File: config.mk
export PLATFORM = sky130hd
export DESIGN_NAME = nano_mem_arbiter_flat
export DESIGN_NICKNAME = d
export VERILOG_FILES = /design/src/rtl/nano_mem_arbiter_pkg.sv /design/src/rtl/nano_mem_arbiter_if.sv /design/src/rtl/nano_mem_arbiter_starve_ctr.sv /design/src/rtl/nano_mem_arbiter.sv /design/src/flat_wrapper.sv
export SDC_FILE = /design/constraint.sdc
export NUM_CORES = 1
export LEC_CHECK = 0
export ABC_AREA = 0
export BUFFER_PORTS_ARGS = -buffer_cell sky130_fd_sc_hd__buf_2
export CORE_AREA = 2 2 81 83
export CTS_CLUSTER_SIZE = 24
export DETAILED_ROUTE_END_ITERATION = 16
export DIE_AREA = 0 0 83 85
export PLACE_DENSITY = 0.59
export SYNTH_ARGS = -nofsm -noshare
export SYNTH_HDL_FRONTEND = slang
export SYNTH_SLANG_ARGS = --single-unit
File: constraint.sdc
create_clock -name i_clk -period 1.7 [get_ports i_clk]
set_input_delay 0.085 -clock i_clk [delete_from_list [all_inputs] [get_ports i_clk]]
set_output_delay 0.085 -clock i_clk [all_outputs]
set_load 0.02 [all_outputs]
File: src/rtl/nano_mem_arbiter_pkg.sv
// Shared constants for the nano_riscv memory arbiter.
// Latency: n/a (definitions only).
// Backpressure: n/a.
package nano_pkg;

  localparam int DEF_ADDR_W     = 10;
  localparam int DEF_XLEN       = 32;
  localparam int DEF_STARVE_MAX = 4;

  // Read-return owner encoding, recorded at grant and consumed one cycle later.
  localparam logic [1:0] OWN_NONE = 2'd0;
  localparam logic [1:0] OWN_IF   = 2'd1;
  localparam logic [1:0] OWN_D    = 2'd2;

endpackage

File: src/rtl/nano_mem_arbiter_if.sv
// Bundles the fetch port, load/store port and RAM port of the arbiter.
// Latency: n/a (wiring only).
// Backpressure: req/gnt on each requester; RAM side is always ready.
interface nano_mem_arbiter_if import nano_pkg::*; #(
  parameter int ADDR_W = DEF_ADDR_W,
  parameter int XLEN   = DEF_XLEN
) ();

  // Instruction-fetch requester
  logic              i_if_req;
  logic [ADDR_W-1:0] i_if_addr;
  logic              o_if_gnt;
  logic              o_if_rvalid;
  logic [XLEN-1:0]   o_if_rdata;

  // Load/store requester
  logic              i_d_req;
  logic              i_d_we;
  logic [3:0]        i_d_be;
  logic [ADDR_W-1:0] i_d_addr;
  logic [XLEN-1:0]   i_d_wdata;
  logic              o_d_gnt;
  logic              o_d_rvalid;
  logic [XLEN-1:0]   o_d_rdata;

  // Single-port synchronous RAM
  logic              o_mem_en;
  logic              o_mem_we;
  logic [3:0]        o_mem_be;
  logic [ADDR_W-1:0] o_mem_addr;
  logic [XLEN-1:0]   o_mem_wdata;
  logic [XLEN-1:0]   i_mem_rdata;

  // Arbiter view
  modport slave (
    input  i_if_req, i_if_addr,
    output o_if_gnt, o_if_rvalid, o_if_rdata,
    input  i_d_req, i_d_we, i_d_be, i_d_addr, i_d_wdata,
    output o_d_gnt, o_d_rvalid, o_d_rdata,
    output o_mem_en, o_mem_we, o_mem_be, o_mem_addr, o_mem_wdata,
    input  i_mem_rdata
  );

  // Core + RAM view
  modport master (
    output i_if_req, i_if_addr,
    input  o_if_gnt, o_if_rvalid, o_if_rdata,
    output i_d_req, i_d_we, i_d_be, i_d_addr, i_d_wdata,
    input  o_d_gnt, o_d_rvalid, o_d_rdata,
    input  o_mem_en, o_mem_we, o_mem_be, o_mem_addr, o_mem_wdata,
    output i_mem_rdata
  );

endinterface

File: src/rtl/nano_mem_arbiter_starve_ctr.sv
// Saturating count of consecutive cycles fetch has been refused.
// Latency: at_max reflects the count registered at the previous edge.
// Backpressure: none; clr wins over inc.
module nano_starve_ctr #(
  parameter int STARVE_MAX = 4
) (
  input  logic clk,
  input  logic rst,
  input  logic inc,
  input  logic clr,
  output logic at_max
);

  localparam int W = $clog2(STARVE_MAX + 1);
  localparam logic [W-1:0] MAX = W'(STARVE_MAX);

  logic [W-1:0] cnt;

  // Count refusals, holding at MAX until fetch is granted or drops its request.
  always_ff @(posedge clk) begin
    if (rst || clr) begin
      cnt <= '0;
    end else if (inc && cnt != MAX) begin
      cnt <= cnt + 1'b1;
    end
  end

  assign at_max = (cnt == MAX);

endmodule

File: src/rtl/nano_mem_arbiter.sv
// Shares one single-port RAM between fetch and load/store, data first with fetch anti-starvation.
// Latency: grant is combinational; read data returns one cycle after the grant.
// Backpressure: a requester holds req until gnt; at most one grant per cycle, no bubbles.
module nano_mem_arbiter import nano_pkg::*; #(
  parameter int ADDR_W     = DEF_ADDR_W,
  parameter int XLEN       = DEF_XLEN,
  parameter int STARVE_MAX = DEF_STARVE_MAX
) (
  input  logic             i_clk,
  input  logic             i_rst,
  nano_mem_arbiter_if.slave bus
);

  logic              rst_q;
  logic              arb_en;
  logic              at_max;
  logic              if_gnt;
  logic              d_gnt;
  logic [1:0]        owner_q;
  logic [1:0]        owner_d;
  logic              if_rvalid;
  logic              d_rvalid;
  logic              mem_en;
  logic              mem_we;
  logic [3:0]        mem_be;
  logic [ADDR_W-1:0] mem_addr;
  logic [XLEN-1:0]   mem_wdata;

  // Remember last cycle's reset so grants stay off for one cycle after release.
  always_ff @(posedge i_clk) begin
    rst_q <= i_rst;
  end

  assign arb_en = ~i_rst & ~rst_q;

  // Data wins a conflict unless fetch has been refused STARVE_MAX cycles in a row.
  always_comb begin
    if_gnt = 1'b0;
    d_gnt  = 1'b0;
    if (arb_en) begin
      if_gnt = bus.i_if_req & (~bus.i_d_req | at_max);
      d_gnt  = bus.i_d_req & ~(bus.i_if_req & at_max);
    end
  end

  nano_starve_ctr #(.STARVE_MAX(STARVE_MAX)) u_starve (
    .clk    (i_clk),
    .rst    (i_rst),
    .inc    (bus.i_if_req & ~if_gnt),
    .clr    (~bus.i_if_req | if_gnt),
    .at_max (at_max)
  );

  // Steer the granted request onto the RAM port; everything zero when idle.
  always_comb begin
    mem_en    = 1'b0;
    mem_we    = 1'b0;
    mem_be    = 4'b0000;
    mem_addr  = '0;
    mem_wdata = '0;
    if (if_gnt) begin
      mem_en   = 1'b1;
      mem_addr = bus.i_if_addr;
    end else if (d_gnt) begin
      mem_en    = 1'b1;
      mem_we    = bus.i_d_we;
      mem_be    = bus.i_d_we ? bus.i_d_be : 4'b0000;
      mem_addr  = bus.i_d_addr;
      mem_wdata = bus.i_d_wdata;
    end
  end

  // Who owns the RAM read data arriving next cycle; writes and idle cycles own nothing.
  always_comb begin
    owner_d = OWN_NONE;
    if (if_gnt) begin
      owner_d = OWN_IF;
    end else if (d_gnt && !bus.i_d_we) begin
      owner_d = OWN_D;
    end
  end

  // Owner register; reset drops any return that is in flight.
  always_ff @(posedge i_clk) begin
    if (i_rst) begin
      owner_q <= OWN_NONE;
    end else begin
      owner_q <= owner_d;
    end
  end

  assign if_rvalid = ~i_rst & (owner_q == OWN_IF);
  assign d_rvalid  = ~i_rst & (owner_q == OWN_D);

  assign bus.o_if_gnt    = if_gnt;
  assign bus.o_d_gnt     = d_gnt;
  assign bus.o_if_rvalid = if_rvalid;
  assign bus.o_d_rvalid  = d_rvalid;
  assign bus.o_if_rdata  = if_rvalid ? bus.i_mem_rdata : '0;
  assign bus.o_d_rdata   = d_rvalid  ? bus.i_mem_rdata : '0;
  assign bus.o_mem_en    = mem_en;
  assign bus.o_mem_we    = mem_we;
  assign bus.o_mem_be    = mem_be;
  assign bus.o_mem_addr  = mem_addr;
  assign bus.o_mem_wdata = mem_wdata;

endmodule

File: src/flat_wrapper.sv
// flat-port wrapper written by rule: the top's interface ports become plain ports
module nano_mem_arbiter_flat import nano_pkg::*;
#(
  parameter int ADDR_W     = DEF_ADDR_W,
  parameter int XLEN       = DEF_XLEN,
  parameter int STARVE_MAX = DEF_STARVE_MAX
)
  (i_clk, i_rst, bus_i_if_req, bus_i_if_addr, bus_o_if_gnt, bus_o_if_rvalid, bus_o_if_rdata, bus_i_d_req, bus_i_d_we, bus_i_d_be, bus_i_d_addr, bus_i_d_wdata, bus_o_d_gnt, bus_o_d_rvalid, bus_o_d_rdata, bus_o_mem_en, bus_o_mem_we, bus_o_mem_be, bus_o_mem_addr, bus_o_mem_wdata, bus_i_mem_rdata);
  nano_mem_arbiter_if #(.ADDR_W(ADDR_W), .XLEN(XLEN)) bus_i ();
  input  logic i_clk;
  input  logic i_rst;
  input wire logic [$bits(bus_i.i_if_req)-1:0] bus_i_if_req;
  input wire logic [$bits(bus_i.i_if_addr)-1:0] bus_i_if_addr;
  output wire logic [$bits(bus_i.o_if_gnt)-1:0] bus_o_if_gnt;
  output wire logic [$bits(bus_i.o_if_rvalid)-1:0] bus_o_if_rvalid;
  output wire logic [$bits(bus_i.o_if_rdata)-1:0] bus_o_if_rdata;
  input wire logic [$bits(bus_i.i_d_req)-1:0] bus_i_d_req;
  input wire logic [$bits(bus_i.i_d_we)-1:0] bus_i_d_we;
  input wire logic [$bits(bus_i.i_d_be)-1:0] bus_i_d_be;
  input wire logic [$bits(bus_i.i_d_addr)-1:0] bus_i_d_addr;
  input wire logic [$bits(bus_i.i_d_wdata)-1:0] bus_i_d_wdata;
  output wire logic [$bits(bus_i.o_d_gnt)-1:0] bus_o_d_gnt;
  output wire logic [$bits(bus_i.o_d_rvalid)-1:0] bus_o_d_rvalid;
  output wire logic [$bits(bus_i.o_d_rdata)-1:0] bus_o_d_rdata;
  output wire logic [$bits(bus_i.o_mem_en)-1:0] bus_o_mem_en;
  output wire logic [$bits(bus_i.o_mem_we)-1:0] bus_o_mem_we;
  output wire logic [$bits(bus_i.o_mem_be)-1:0] bus_o_mem_be;
  output wire logic [$bits(bus_i.o_mem_addr)-1:0] bus_o_mem_addr;
  output wire logic [$bits(bus_i.o_mem_wdata)-1:0] bus_o_mem_wdata;
  input wire logic [$bits(bus_i.i_mem_rdata)-1:0] bus_i_mem_rdata;
  assign bus_i.i_if_req = bus_i_if_req;
  assign bus_i.i_if_addr = bus_i_if_addr;
  assign bus_o_if_gnt = bus_i.o_if_gnt;
  assign bus_o_if_rvalid = bus_i.o_if_rvalid;
  assign bus_o_if_rdata = bus_i.o_if_rdata;
  assign bus_i.i_d_req = bus_i_d_req;
  assign bus_i.i_d_we = bus_i_d_we;
  assign bus_i.i_d_be = bus_i_d_be;
  assign bus_i.i_d_addr = bus_i_d_addr;
  assign bus_i.i_d_wdata = bus_i_d_wdata;
  assign bus_o_d_gnt = bus_i.o_d_gnt;
  assign bus_o_d_rvalid = bus_i.o_d_rvalid;
  assign bus_o_d_rdata = bus_i.o_d_rdata;
  assign bus_o_mem_en = bus_i.o_mem_en;
  assign bus_o_mem_we = bus_i.o_mem_we;
  assign bus_o_mem_be = bus_i.o_mem_be;
  assign bus_o_mem_addr = bus_i.o_mem_addr;
  assign bus_o_mem_wdata = bus_i.o_mem_wdata;
  assign bus_i.i_mem_rdata = bus_i_mem_rdata;
  nano_mem_arbiter #(.ADDR_W(ADDR_W), .XLEN(XLEN), .STARVE_MAX(STARVE_MAX)) u_core (.i_clk(i_clk), .i_rst(i_rst), .bus(bus_i));
endmodule
==> results.md <==
- PwrDens: 283 nW/um2
- Synth area leader: and2_1
- ANT cells: 0
- GRT Util Overall: 13.9%
- Post-route non-filler standard cell count: 441
- CTS tree: done
- Hold Vio Cnt, Final: 0
- Netlist cell types: 24
- Post-Syn Nets: 248
- Final Wtd Congestion: 0.805
- Post-synthesis cell area: 1050 um2
- First-pass GRT wire length: 8.22 mm
- Initial Util: 17.0%
- Via count: 1849
- Setup WS post-layout: 0.0112 ns
- DRT iter0 DRCs: 39
- CP required: 1.62 ns
- CTS Sinks: 6
- Ports: 209
- Worst slew pin tran: 0.261 ns
- Setup TNS: 0 ns
- Crit path kind: reg2out
- Bufs on Longest Clock Path: 2
- Relative slew slack: 82.6%
- Peak supply drop: 0.323 mV
- Horiz. Die Dim: 83 um
- Fraction of layout cells with a size suffix above 1: 67.3%
- Reg clk slew, reported paths: 0.04 ns
- Post-synth EDFFs: 0
- WP data arrival: 1.60 ns
- Finish-stage setup viols: 0
- Vias in the first global route: 1610
- Drt wl/cell: 13.4 um
- Fin crit period: 1.69 ns
- Async S/R FF share, synth: 0%
- Leakage: 1.60 nW
- Placed cell area: 2190 um2
- IO buf count: 208
- Startpoint Class: register
- DRC viols: 0
- Top-area cell type share of the netlist area: 57.5%
- Dpl cells: 430
- Max Slew Vio Count: 0
- Synth-to-Final Area Change: 153%
- CTS Root Cell: clkbuf_8
- Drt via density: 4.19
- Ys Warns: 0
- Fin area: 2670 um2
- Max Cap Viol: 0
- Row count: 29
- CP endpoint kind: output port
- Final net count: 461
- CP Max Fanout: 7
- Clock skew: 0.00656 ns
- Die H: 85 um
- Grt ovf: 0
- Status: complete, no violations
- Fin crit share: 99.3%
- Max frequency: 592 MHz
- Syn Inst Count: 153
- Core Region: 6200 um2
- RSZ-0062 raised after global routing: true
- Post-synthesis sequential area ratio: 11.4%
- Full die area: 7060 um2
- Skew-Pair Late Insertion Delay: 0.23 ns
- H-tree depth: 1
- Setup WS pre-CTS: 0.161 ns
- Final WL: 5.90 mm
- Largest net degree at the start of global routing: 34
- Number of synthesized register bits: 6
- TritonCTS Buffers: 3
- Min-delay worst type: in2reg
- Commonest non-fill, non-tap cell in the layout: buf_2
- Commonest non-fill, non-tap cells in the layout: buf_2, and2_1, buf_6
- Antenna viol nets, final: 0
- Synth top area cells: and2_1, dfxtp_1, a22o_1
- TritonRoute pass-1 iters: 5
- Syn avg cell area: 6.89 um2
- Post-synth top flop: dfxtp_1
- Total power: 0.755 mW
- Final HPWL DP: 4.29 mm
- Initial antenna violation count: 0
[state kept, by name, indices dropped and copies added (netlist names)]
name	count
u_core.owner_q	2
u_core.u_starve.cnt	3
u_core.rst_q	1
[area by class of cell]
cell class,count,area [um2]
sequential,6,123
inverter,2,7.51
timing repair buffer,221,1460
fill,636,3530
tap,77,96.3
multi-input combinational,132,945
clock buffer,3,41.3
[synthesized netlist by cell type, types with 2 or more instances]
| cell type | instances |
|---|---|
| and2_1 | 97 |
| a22o_1 | 10 |
| clkbuf_1 | 7 |
| dfxtp_1 | 6 |
| and3_1 | 5 |
| buf_2 | 5 |
| nor3_1 | 3 |
| ha_1 | 2 |
| inv_1 | 2 |
| nor3b_1 | 2 |
[timing repair]
action,in CTS,in global routing
pin swaps,1,14
buffers inserted,0,2
hold buffers,0,0
setup endpoints to repair,48,41
resized for setup,19,78
cloned,1,5
[through the flow]
step | utilization (%) | hold slack [ns]
after floorplan | - | 0.113
after global placement | 35.3 | 0.287
after detailed placement | 35.3 | 0.287
after CTS | 37.2 | 0.0537
after global routing | 43.0 | 0.0602
final | 43.0 | 0.0503
[worst max-delay path, cell delays in order, from the launching register on]
cell	delay [ns]
dfxtp_2	0.33
inv_2	0.04
ha_4	0.16
nand3_2	0.06
and3_4	0.31
clkbuf_16	0.19
a22o_1	0.16
buf_6	0.12
[cells by family (layout without fill, tap and decap cells)]
family / count (synthesis) / count (layout) / share of synthesized area [%]
muxes: 1 / 1 / 0.949
DFF: 6 / 6 / 11.4
AOI/OAI and AO/OA: 14 / 14 / 11.1
buffers and inverters: 15 / 226 / 6.29
and+or+nand+nor: 114 / 114 / 67.0
adders and majority gates: 2 / 2 / 2.37
xor gates and xnor gates: 1 / 1 / 0.831
[worst paths after layout]
path                     startpoint                end  slack, ns  depth (start not counted)
min                           i_rst       u_core.rst_q       0.05                          1
max          u_core.u_starve.cnt[1]  bus_o_mem_addr[3]       0.01                          7
max reg2reg  u_core.u_starve.cnt[1]  u_core.owner_q[1]       0.42                          6
min reg2reg            u_core.rst_q  u_core.owner_q[0]       0.49                          1
[metal layers]
| layer | vias to the layer above | global-route usage (%) | part of all wire (%) |
|---|---|---|---|
| met5 | - | 0 | 0 |
| met4 | 0 | 3.58 | 1.1 |
| met3 | 4 | 2.63 | 7.1 |
| met2 | 99 | 26.1 | 53 |
| met1 | 835 | 16.1 | 39 |
| li1 | 911 | - | - |
[where the power goes]
part,switching [mW],leakage [nW],internal (mW)
clock,0.0677,0.0216,0.153
combinational,0.179,1.53,0.206
sequential,0.00367,0.0500,0.147
Note: power is estimated with default switching activity, not from simulation.
